File: config.mk
export PLATFORM = sky130hd
export DESIGN_NAME = tdc_therm_capture
export DESIGN_NICKNAME = d
export VERILOG_FILES = /design/src/rtl/tdc_pkg.sv /design/src/rtl/tdc_popcount.sv /design/src/rtl/tdc_therm_capture.sv
export SDC_FILE = /design/constraint.sdc
export NUM_CORES = 1
export LEC_CHECK = 0
export BUFFER_PORTS_ARGS = -buffer_cell sky130_fd_sc_hd__buf_2
export CORE_UTILIZATION = 35
export CTS_BUF_LIST = sky130_fd_sc_hd__clkbuf_8 sky130_fd_sc_hd__clkbuf_16
export CTS_CLUSTER_DIAMETER = 80
export DETAILED_ROUTE_END_ITERATION = 7
export GPL_ROUTABILITY_DRIVEN = 0
export PLACE_DENSITY_LB_ADDON = 0.25
export SYNTH_ARGS = -nofsm -noshare
export SYNTH_HDL_FRONTEND = slang
export SYNTH_SLANG_ARGS = --single-unit
File: constraint.sdc
create_clock -name clk -period 13.3 [get_ports clk]
set_input_delay 2.66 -clock clk [delete_from_list [all_inputs] [get_ports clk]]
set_output_delay 2.66 -clock clk [all_outputs]
set_load 0.005 [all_outputs]
File: src/rtl/tdc_pkg.sv
// Shared types and helpers for the delay-line thermometer capture block.
package tdc_pkg;

  typedef enum logic [1:0] {IDLE, ARMED, CONV, HOLD} tdc_state_t;

  localparam int unsigned TDC_CONV_CYCLES = 2;

  function automatic int unsigned clog2(input int unsigned value);
    int unsigned r;
    r = 0;
    while ((64'd1 << r) < 64'(value)) r++;
    return r;
  endfunction

endpackage

File: src/rtl/tdc_popcount.sv
// Two-stage pipelined ones count: 16-bit slice totals, then a sum of the slice totals.
module tdc_popcount
  import tdc_pkg::*;
#(
  parameter int unsigned LENGTH = 128
) (
  input  logic                        clk,
  input  logic                        rst,
  input  logic [LENGTH-1:0]           din,
  output logic [clog2(LENGTH+1)-1:0]  dout
);

  localparam int unsigned SLICE_W = 16;
  localparam int unsigned NSLICE  = (LENGTH + SLICE_W - 1) / SLICE_W;
  localparam int unsigned PAD_W   = NSLICE * SLICE_W;
  localparam int unsigned CNT_W   = clog2(LENGTH + 1);

  logic [PAD_W-1:0] din_pad;
  logic [4:0]       slice_d [NSLICE];
  logic [4:0]       slice_q [NSLICE];
  logic [CNT_W-1:0] sum_d;
  logic [CNT_W-1:0] dout_q;

  // Zero padding keeps the last slice harmless when LENGTH is not a multiple of 16.
  assign din_pad = PAD_W'(din);

  always_comb begin
    for (int s = 0; s < NSLICE; s++) begin
      slice_d[s] = '0;
      for (int b = 0; b < SLICE_W; b++) begin
        slice_d[s] = slice_d[s] + 5'(din_pad[s*SLICE_W+b]);
      end
    end
  end

  always_comb begin
    sum_d = '0;
    for (int s = 0; s < NSLICE; s++) begin
      sum_d = sum_d + CNT_W'(slice_q[s]);
    end
  end

  always_ff @(posedge clk or posedge rst) begin
    if (rst) begin
      for (int s = 0; s < NSLICE; s++) slice_q[s] <= '0;
      dout_q <= '0;
    end else begin
      for (int s = 0; s < NSLICE; s++) slice_q[s] <= slice_d[s];
      dout_q <= sum_d;
    end
  end

  assign dout = dout_q;

endmodule

File: src/rtl/tdc_therm_capture.sv
// Carry-chain delay-line reader: synchronises the taps, detects a hit, converts the
// thermometer sample to a bubble-tolerant zero count and pairs it with a coarse timestamp.
module tdc_therm_capture
  import tdc_pkg::*;
#(
  parameter int unsigned LENGTH   = 128,
  parameter int unsigned FINE_W   = 8,
  parameter int unsigned COARSE_W = 16
) (
  input  logic                clk,
  input  logic                rst,
  input  logic [LENGTH-1:0]   therm_in,
  input  logic                arm,
  output logic                hit_valid,
  input  logic                hit_ready,
  output logic [FINE_W-1:0]   hit_fine,
  output logic [COARSE_W-1:0] hit_coarse,
  output logic                hit_sat,
  output logic                missed,
  output logic                busy
);

  localparam int unsigned CNT_W = clog2(LENGTH + 1);

  tdc_state_t          state_q, state_d;
  logic [1:0]          conv_cnt_q, conv_cnt_d;
  logic [LENGTH-1:0]   s0_q, s1_q;
  logic                s1_prev_q;
  logic [COARSE_W-1:0] coarse_q, c0_q, c1_q;
  logic                hit_valid_q, hit_valid_d;
  logic [FINE_W-1:0]   hit_fine_q, hit_fine_d;
  logic [COARSE_W-1:0] hit_coarse_q, hit_coarse_d;
  logic                hit_sat_q, hit_sat_d;
  logic                missed_q, missed_d;
  logic [CNT_W-1:0]    ones_cnt;
  logic [CNT_W-1:0]    zero_cnt;
  logic                hit_edge;

  assign hit_edge = ~s1_q[0] & s1_prev_q;

  // Stage 1 captures s1 on the same edge the FSM latches the hit, so the count of the
  // latched sample is ready after exactly TDC_CONV_CYCLES edges.
  tdc_popcount #(
    .LENGTH(LENGTH)
  ) u_popcount (
    .clk (clk),
    .rst (rst),
    .din (s1_q),
    .dout(ones_cnt)
  );

  assign zero_cnt = CNT_W'(LENGTH) - ones_cnt;

  always_comb begin
    state_d      = state_q;
    conv_cnt_d   = conv_cnt_q;
    hit_valid_d  = hit_valid_q;
    hit_fine_d   = hit_fine_q;
    hit_coarse_d = hit_coarse_q;
    hit_sat_d    = hit_sat_q;
    missed_d     = missed_q;
    unique case (state_q)
      IDLE: begin
        if (arm) begin
          state_d  = ARMED;
          missed_d = hit_edge;
        end else if (hit_edge) begin
          missed_d = 1'b1;
        end
      end
      ARMED: begin
        if (hit_edge) begin
          state_d      = CONV;
          conv_cnt_d   = '0;
          hit_coarse_d = c1_q;
        end
      end
      CONV: begin
        if (hit_edge) missed_d = 1'b1;
        if (conv_cnt_q == 2'(TDC_CONV_CYCLES - 1)) begin
          state_d     = HOLD;
          hit_valid_d = 1'b1;
          hit_fine_d  = FINE_W'(zero_cnt);
          hit_sat_d   = (ones_cnt == '0);
        end else begin
          conv_cnt_d = conv_cnt_q + 2'd1;
        end
      end
      HOLD: begin
        if (hit_edge) missed_d = 1'b1;
        if (hit_ready) begin
          state_d     = IDLE;
          hit_valid_d = 1'b0;
        end
      end
      default: state_d = IDLE;
    endcase
  end

  always_ff @(posedge clk or posedge rst) begin
    if (rst) begin
      state_q      <= IDLE;
      conv_cnt_q   <= '0;
      s0_q         <= '1;
      s1_q         <= '1;
      s1_prev_q    <= 1'b1;
      coarse_q     <= '0;
      c0_q         <= '0;
      c1_q         <= '0;
      hit_valid_q  <= 1'b0;
      hit_fine_q   <= '0;
      hit_coarse_q <= '0;
      hit_sat_q    <= 1'b0;
      missed_q     <= 1'b0;
    end else begin
      state_q      <= state_d;
      conv_cnt_q   <= conv_cnt_d;
      s0_q         <= therm_in;
      s1_q         <= s0_q;
      s1_prev_q    <= s1_q[0];
      coarse_q     <= coarse_q + COARSE_W'(1);
      c0_q         <= coarse_q;
      c1_q         <= c0_q;
      hit_valid_q  <= hit_valid_d;
      hit_fine_q   <= hit_fine_d;
      hit_coarse_q <= hit_coarse_d;
      hit_sat_q    <= hit_sat_d;
      missed_q     <= missed_d;
    end
  end

  assign hit_valid  = hit_valid_q;
  assign hit_fine   = hit_fine_q;
  assign hit_coarse = hit_coarse_q;
  assign hit_sat    = hit_sat_q;
  assign missed     = missed_q;
  assign busy       = (state_q != IDLE);

endmodule

Word level (Yosys, flattened, before mapping)
Cells that the tools add are included.
{"block": "totals", "register_bits": 384, "word_cells": 189}
{"block": "op_classes", "add_sub_neg": 130, "eq_ne": 9, "mux": 14, "bitwise": 2, "n_reduce_logical": 12}
{"cell": "$add 5x1->5", "count": 112}
{"cell": "$add 8x5->8", "count": 6}
{"cell": "$add 1x1->2", "count": 8}
{"cell": "$add 16x1->16 const B", "count": 1}
{"cell": "$mux 2", "count": 6}
{"cell": "$ne 2x2->1 const B", "count": 5}
{"cell": "$logic_not 8->1", "count": 1}
{"cell": "$pmux 2 s4", "count": 1}
{"cell": "$reduce_bool 2->1", "count": 4}
{"cell": "$sub 8x8->8 const A", "count": 1}
{"cell": "$add 5x5->6", "count": 1}
{"cell": "$reduce_and 3->1", "count": 2}
{"cell": "$eq 2x1->1 const B", "count": 2}
{"cell": "$eq 2x2->1 const B", "count": 2}
{"cell": "$mux 1", "count": 4}
{"cell": "$pmux 1 s2", "count": 2}
{"cell": "$pmux 2 s2", "count": 1}
{"cell": "$reduce_and 2->1", "count": 2}
{"cell": "$reduce_and 4->1", "count": 1}
{"cell": "$add 2x1->2 const B", "count": 1}
{"cell": "$logic_not 2->1", "count": 1}
{"cell": "$reduce_or 2->1", "count": 1}
{"cell": "$and 1x1->1", "count": 1}
{"cell": "$not 1->1", "count": 1}

Logic depth before layout (Yosys ltp)
Gate-level depths: netlist of run 1.
{"block": "depth", "ltp_word": 15, "depth_mapped": 16, "ltp_nobuf": 16}

By module
Synthesis of run 1 repeated with hierarchy kept, for this count alone.
{"block": "unflattened", "cells_unflattened": 924, "hier_area_um2": 14825.5}
{"module": "tdc_therm_capture", "instances": 1, "cells_per_inst": 467, "area_per_inst_um2": 9683.0}
{"module": "tdc_popcount", "instances": 1, "cells_per_inst": 457, "area_per_inst_um2": 5142.4}

Worst setup path before layout of run 1
OpenSTA, ideal clock, no wires.
{"block": "synth_path", "path_type": "register -> register", "from": "register u_popcount.slice_q[30] (netlist bit)", "to": "register u_popcount.dout_q[7], in the netlist u_popcount.dout[7]", "setup_time_ns": 0.069, "arrival_ns": 4.580, "t_required_ns": 13.231, "setup_slack_ns": 8.651, "path_stages_with_launch": 17, "path_cell_list": "dfrtp_1 > ha_1 > fa_1 > a21o_1 > a21oi_1 > xnor2_1 > fa_1 > inv_1 > fa_1 > fa_1 > fa_1 > inv_1 > ha_1 > o21a_1 > o31a_1 > or4b_1 > nand3_1"}
{"block": "synth_between", "elab_chain_len": 7}
{"element": "start, declared", "line_no": "tdc_popcount.sv:20", "source": "logic [4:0] slice_q [NSLICE];"}
{"element": "$add 5x5->6", "line_no": "tdc_popcount.sv:39", "source": "sum_d = sum_d + CNT_W'(slice_q[s]);"}
{"element": "$add 8x5->8 (6 in a row)", "line_no": "tdc_popcount.sv:39"}
{"element": "net u_popcount.sum_d[7]", "line_no": "tdc_popcount.sv:21", "source": "logic [CNT_W-1:0] sum_d;"}
{"element": "end signal, assigned", "line_no": "tdc_popcount.sv:49", "source": "dout_q <= sum_d;"}
{"element": "end, declared", "line_no": "tdc_popcount.sv:22", "source": "logic [CNT_W-1:0] dout_q;"}
The timed path passes the listed nets, and every way through them passes these cells.
A chain may end at the register's enable or synchronous reset.

==> qor.yml, run 1 <==
p_leak_nw: 8.674
yosysSeqAreaShare_pct: 66.67
route.final.wire_length_um: 23100
rsz0062_at_grt: "no"
drt_iter0_drc: 163
cp.arrival_ns: 5.34
crit_family: "buffers and inverters"
finalHoldViolations: 0
synth_area_leaders: "dfstp_2 45%, dfrtp_1 21%, fa_1 14%, ha_1 5.6%, inv_1 5.0%"
dp_hpwl_um: 16480
synth_nets: 1244
crit_top_cell: "buf_4"
ctsHtreeMaxLevel: 2
num_vias: 6935
synth_top_area_share_pct: 45.33
relSlewSlack_pct: 32.75
syn_area_mm2: 0.01490
die_area_mm2: 0.04339
path_max_fanout: 143
grt_pass1_vias: 7689
yosysUniqueCellTypes: 38
nets: 1448
max_stage_delay_ns: 0.88
power_frac_clock_pct: 23.9
critPathLaunchType: "input port"
async_flop_share_pct: 100.0
hold_start: "c0_q[4]"
synthesis.yosys.warnings: 0
synth_top_cell_by_area: "dfstp_2"
ff2ff_path_depth: 16
reg2reg_to: "u_popcount.dout[7]"
tns_ns: 0
power.internal_mw: 3.354
min_path_cells: 0
post_synth.cell_area_avg_um2: 15.83
fin_crit_ns: 4.825
initial_core_util_pct: 35.51
ctsHoldBuffers: 0
ant_nets: 0
vias_per_cell: 4.037
multi_input_area_mm2: 0.004197
antenna_found_initial: 0
fillCellCount: 3776
num_rows: 75
finalCritPeriodShare_pct: 36.28
dominantRegCellSynth: "dfstp_2"
place_ws_ns: 7.747
swShare_pct: 35.37
synthCells: 941
post_cts_resize_count: 0
path_cells: "buf_2 -> inv_8 -> buf_4 -> buf_4"
clk_latency_ns: 0.55
rrSetupSlack_ns: 8.50
layout_commonest_cell: "dfstp_2"
tightestPinTransition_ns: 1.009
min_path_type: "register to register"
postCtsSetupRepairBufs: 0
mostFrequentLayoutCells: "257 x dfstp_2, 206 x inv_1, 159 x buf_2, 127 x dfrtp_1, 104 x fa_1"
worst_path_max_delay_cell: "buf_4"
fin_skew_ns: 0.01092
cts_sinks: 384
gr-total-overflow: 0
rr_startpoint: "u_popcount.slice_q[30]"
cp-end-kind: "async pin"
die_height_um: 208.3
pin_count: 160
ff_latch_area_mm2: 0.009931
io_buffers: 159
dr.pass1.iters: 4
slew_violations: 0
holdWs_ns: 0.3439
seqPwrFrac_pct: 28.1
drive_above_1_share_pct: 42.49
utilization_pct: 42.73
cts_buffer_depth: 3
worstSetupPathType: "input port to async pin"
p_per_area_mw_per_mm2: 289.5
cts_root_buffer: "clkbuf_16"
synth-seq-cells: 384
combinationalPowerShare_pct: 47.9
cts_tree: "built"
min_to: "c1_q[4]"
vdd_ir_drop_max_mv: 0.5783
max_freq_ghz: 0.2072
finalWorstSetupSlack_ns: 8.475
wire_per_inst_um: 13.44
power.total_mw: 5.189
die_x_um: 208.3
synth_edf_count: 0
cap_violations: 0
area_delta_synth_final_pct: 20.34
insertedDiodeCount: 0
clkTransAtPathRegs_ns: 0.06
critPathBufInv: 4
p_sw_mw: 1.835
numCtsBuffers: 44
drc: 0
grt_pass1_wl_um: 39130
grt_usage_pct: 11.60
crit_required_ns: 13.81
outcome: "finished, final reports clean"
setup_violations: 0
grt_max_degree: 144
core_area_mm2: 0.04195
kinds of logic (layout without fill, tap and decap cells):
logic type / Yosys count / count (layout) / share of synthesized area, %
buf+inv: 204 / 442 / 5.158
compound gates: 57 / 57 / 2.302
mux: 20 / 20 / 1.495
simple gates: 63 / 63 / 2.302
xor+xnor: 42 / 42 / 2.470
flops: 384 / 384 / 66.67
fa+ha+maj: 171 / 171 / 19.61
per-layer routing:
| layer | up-vias | share of wire, % | GRT usage, % |
|---|---|---|---|
| li1 | 3258 | - | - |
| met1 | 3515 | 44 | 15.02 |
| met2 | 116 | 48 | 18.64 |
| met3 | 46 | 5.3 | 3.381 |
| met4 | 0 | 2.6 | 3.985 |
| met5 | - | 0 | 0 |
area by class of cell:
type / count / share of cell area, %
timing repair buffer: 162 / 4.565
tap: 539 / 3.762
clock inverter: 25 / 1.515
inverter: 200 / 4.230
clock buffer: 55 / 7.113
multi-input combinational: 353 / 23.41
sequential: 384 / 55.40
flip-flops by register name, indices dropped and copies added, names as in the netlist:
| register | count |
|---|---|
| hit_coarse | 16 |
| s0_q | 128 |
| conv_cnt_q | 2 |
| coarse_q | 16 |
| u_popcount.slice_q | 40 |
| state_q | 2 |
| hit_valid | 1 |
| c1_q | 16 |
| missed | 1 |
| c0_q | 16 |
| s1_prev_q | 1 |
| u_popcount.dout | 8 |
| s1_q | 128 |
| hit_sat | 1 |
| hit_fine | 8 |
synthesized netlist by cell type, types with 6 or more instances:
| library cell | n |
|---|---|
| o21ai_1 | 7 |
| nand2_1 | 17 |
| nand3_1 | 10 |
| dfstp_2 | 257 |
| nor2b_1 | 11 |
| inv_1 | 200 |
| fa_1 | 104 |
| dfrtp_1 | 127 |
| a21oi_1 | 23 |
| mux2_2 | 6 |
| ha_1 | 67 |
| xor2_1 | 18 |
| mux2_1 | 12 |
| xnor2_1 | 24 |
| and3_1 | 9 |
| o21ai_0 | 7 |
| a21o_1 | 10 |
power groups by stage:
stage	combinational, mW	clock (mW)	sequential (mW)
after global placement	2.49	0	1.48
after detailed placement	2.51	0	1.48
after floorplan	2.04	0	1.46
after CTS	2.54	1.29	1.46
final	2.49	1.24	1.46
after global routing	2.97	1.34	1.48
metrics by stage:
stage | area [um2] | cells
2_1_floorplan | 14900 | 941
3_3_place_gp | 16380 | 1638
3_5_place_dp | 16380 | 1638
4_1_cts | 17920 | 1718
5_1_grt | 17920 | 1718
6_report | 17920 | 1718
worst max-delay path by stage:
stage | end | cells after the start | startpoint
after floorplan | c0_q[0] | 1 | rst
after global placement | u_popcount.slice_q[12] | 4 | rst
after detailed placement | u_popcount.slice_q[13] | 4 | rst
after CTS | u_popcount.slice_q[37] | 4 | rst
after global routing | u_popcount.slice_q[13] | 4 | rst
final | u_popcount.slice_q[37] | 4 | rst
Power figures use the tool's default switching activity.
==> inputs of run 2 (changes only) <==
==> constraint.sdc (replaced) <==
create_clock -name clk -period 4.3 [get_ports clk]
set_input_delay 0.86 -clock clk [delete_from_list [all_inputs] [get_ports clk]]
set_output_delay 0.86 -clock clk [all_outputs]
set_load 0.005 [all_outputs]
==> run 2 against run 1 <==
  * Global-route usage is essentially flat
  * Die area is the same
  * Clock-buffer cell count shrank 3
  * Design area grew 0.76%
  * The flow now finishes with violations (setup timing)
  * Critical path depth grew 12
  * Via count grew 1.4%
  * Flip-flop and latch count is the same
  * Sequential share of layout area shrank 0.42 points
==> qor.yml, run 2 (synthesis results as in run 1) <==
outcome: "finished, violations left"
die_height_um: 208.3
drt_iter0_drc: 343
min_path_type: "register to register"
cts_sinks: 384
pin_count: 160
worstSetupPathType: "register to register"
clkTransAtPathRegs_ns: 0.06
holdWs_ns: 0.3454
grt_pass1_wl_um: 39320
route.final.wire_length_um: 23190
vias_per_cell: 4.051
relSlewSlack_pct: 29.93
cp.arrival_ns: 4.93
tightestPinTransition_ns: 1.048
path_cells: "ha_2 -> fa_2 -> a21o_1 -> a21oi_2 -> xnor2_1 -> fa_1 -> inv_1 -> fa_1 -> fa_1 -> fa_1 -> inv_2 -> ha_4 -> o21a_1 -> o31a_1 -> or4b_1 -> nand3_1"
finalWorstSetupSlack_ns: -0.1510
nets: 1465
max_stage_delay_ns: 0.50
area_delta_synth_final_pct: 21.25
fin_skew_ns: 0.01766
finalHoldViolations: 0
io_buffers: 159
num_vias: 7029
clk_latency_ns: 0.56
cts_root_buffer: "clkbuf_16"
grt_usage_pct: 11.61
grt_max_degree: 101
violations: "setup timing"
dp_hpwl_um: 16840
max_freq_ghz: 0.2247
setup_violations: 2
path_max_fanout: 2
core_area_mm2: 0.04195
crit_required_ns: 4.78
fin_crit_ns: 4.451
cp-end-kind: "register"
reg_top3: "s0_q: 128 flops, s1_q: 128 flops, u_popcount.slice_q: 40 flops"
initial_core_util_pct: 35.51
gr-total-overflow: 0
mostFrequentLayoutCells: "257 x dfstp_2, 208 x inv_1, 159 x buf_2, 127 x dfrtp_1, 102 x fa_1"
finalCritPeriodShare_pct: 103.5
critPathLaunchType: "register"
cts_tree: "built"
antenna_found_initial: 3
crit_top_cell: "fa_1"
die_x_um: 208.3
num_rows: 75
slew_violations: 0
layout_commonest_cell: "dfstp_2"
ctsHoldBuffers: 0
grt_pass1_vias: 7870
dr.pass1.iters: 4
finalInstanceArea_mm2: 0.01806
cts_buffer_depth: 3
ant_nets: 0
ctsHtreeMaxLevel: 2
wire_per_inst_um: 13.36
die_area_mm2: 0.04339
rsz0062_at_grt: "yes"
worst_path_max_delay_cell: "fa_1"
cap_violations: 0
drc: 0
drive_above_1_share_pct: 44.14
placed_area_mm2: 0.01658
numCtsBuffers: 43
==> run 2: cell count changes in the layout (fill, tap and decap cells not counted), sizes merged <==
cell and change:
buf +18, inv +4, bufinv -3, clkbuf -3, diode +2, clkinvlp -1
==> run 2: cell type report <==
| class | instances | area (um2) |
|---|---|---|
| fill | 3756 | 23890 |
| sequential | 384 | 9931 |
| multi-input combinational | 353 | 4259 |
| clock buffer | 52 | 1222 |
| timing repair buffer | 180 | 1011 |
| inverter | 200 | 754.5 |
| tap | 539 | 674.4 |
| clock inverter | 25 | 203.9 |
| antenna | 2 | 5.005 |
==> run 2: repair_timing <==
action | in CTS | in global routing
resized for setup | 6 | 5
setup buffers | 3 | 1
pin swaps | 11 | 5
setup endpoints to repair | 2 | 4
==> run 2: worst paths after layout <==
check                                  startpoint                  to  slack, ns  cells past startpoint
min in group asynchronous                     rst            s0_q[95]       0.87                      2
hold reg to reg                          s0_q[56]            s1_q[56]       0.35                      0
setup / recovery           u_popcount.slice_q[35]  u_popcount.dout[7]      -0.15                     16
max in group asynchronous                     rst            s0_q[78]       2.80                      3
hold / removal                           s0_q[56]            s1_q[56]       0.35                      0
setup reg to reg           u_popcount.slice_q[35]  u_popcount.dout[7]      -0.15                     16
==> run 2: worst max-delay path: cells and delay by family (launching register included) <==
kind            cells  cell delay [ns]
compound gates      4             0.59
simple gates        2             0.54
flops               1             0.38
buf+inv             2             0.09
xor+xnor            1             0.10
fa+ha+maj           7             2.68
==> run 2: metal layers <==
| layer | part of all wire, % | up-vias | GRT usage [%] | wire, um |
|---|---|---|---|---|
| met4 | 3.3 | 2 | 5.415 | 759 |
| met3 | 5.5 | 54 | 3.200 | 1280 |
| met1 | 43 | 3555 | 14.50 | 9860 |
| li1 | - | 3295 | - | - |
| met2 | 49 | 123 | 18.75 | 11270 |
| met5 | 0.060 | - | 0 | 14 |
==> run 2: through the flow <==
step                      TNS (ns)  utilization (%)  setup WS, ns  std cells
after global placement     -0.1510            39.52       -0.1028       1653
after CTS                  -0.2552            43.00       -0.1524       1733
after global routing       -0.8154            43.05       -0.3857       1733
after detailed placement   -0.2879            39.52       -0.1746       1653
final                      -0.2407            43.06       -0.1510       1735
after floorplan            -232.67                -        -1.512        941
Power of run 2 is left out: the tool's default activity adds up to more than one toggle a clock period on the data nets, which glitch-free logic cannot reach.
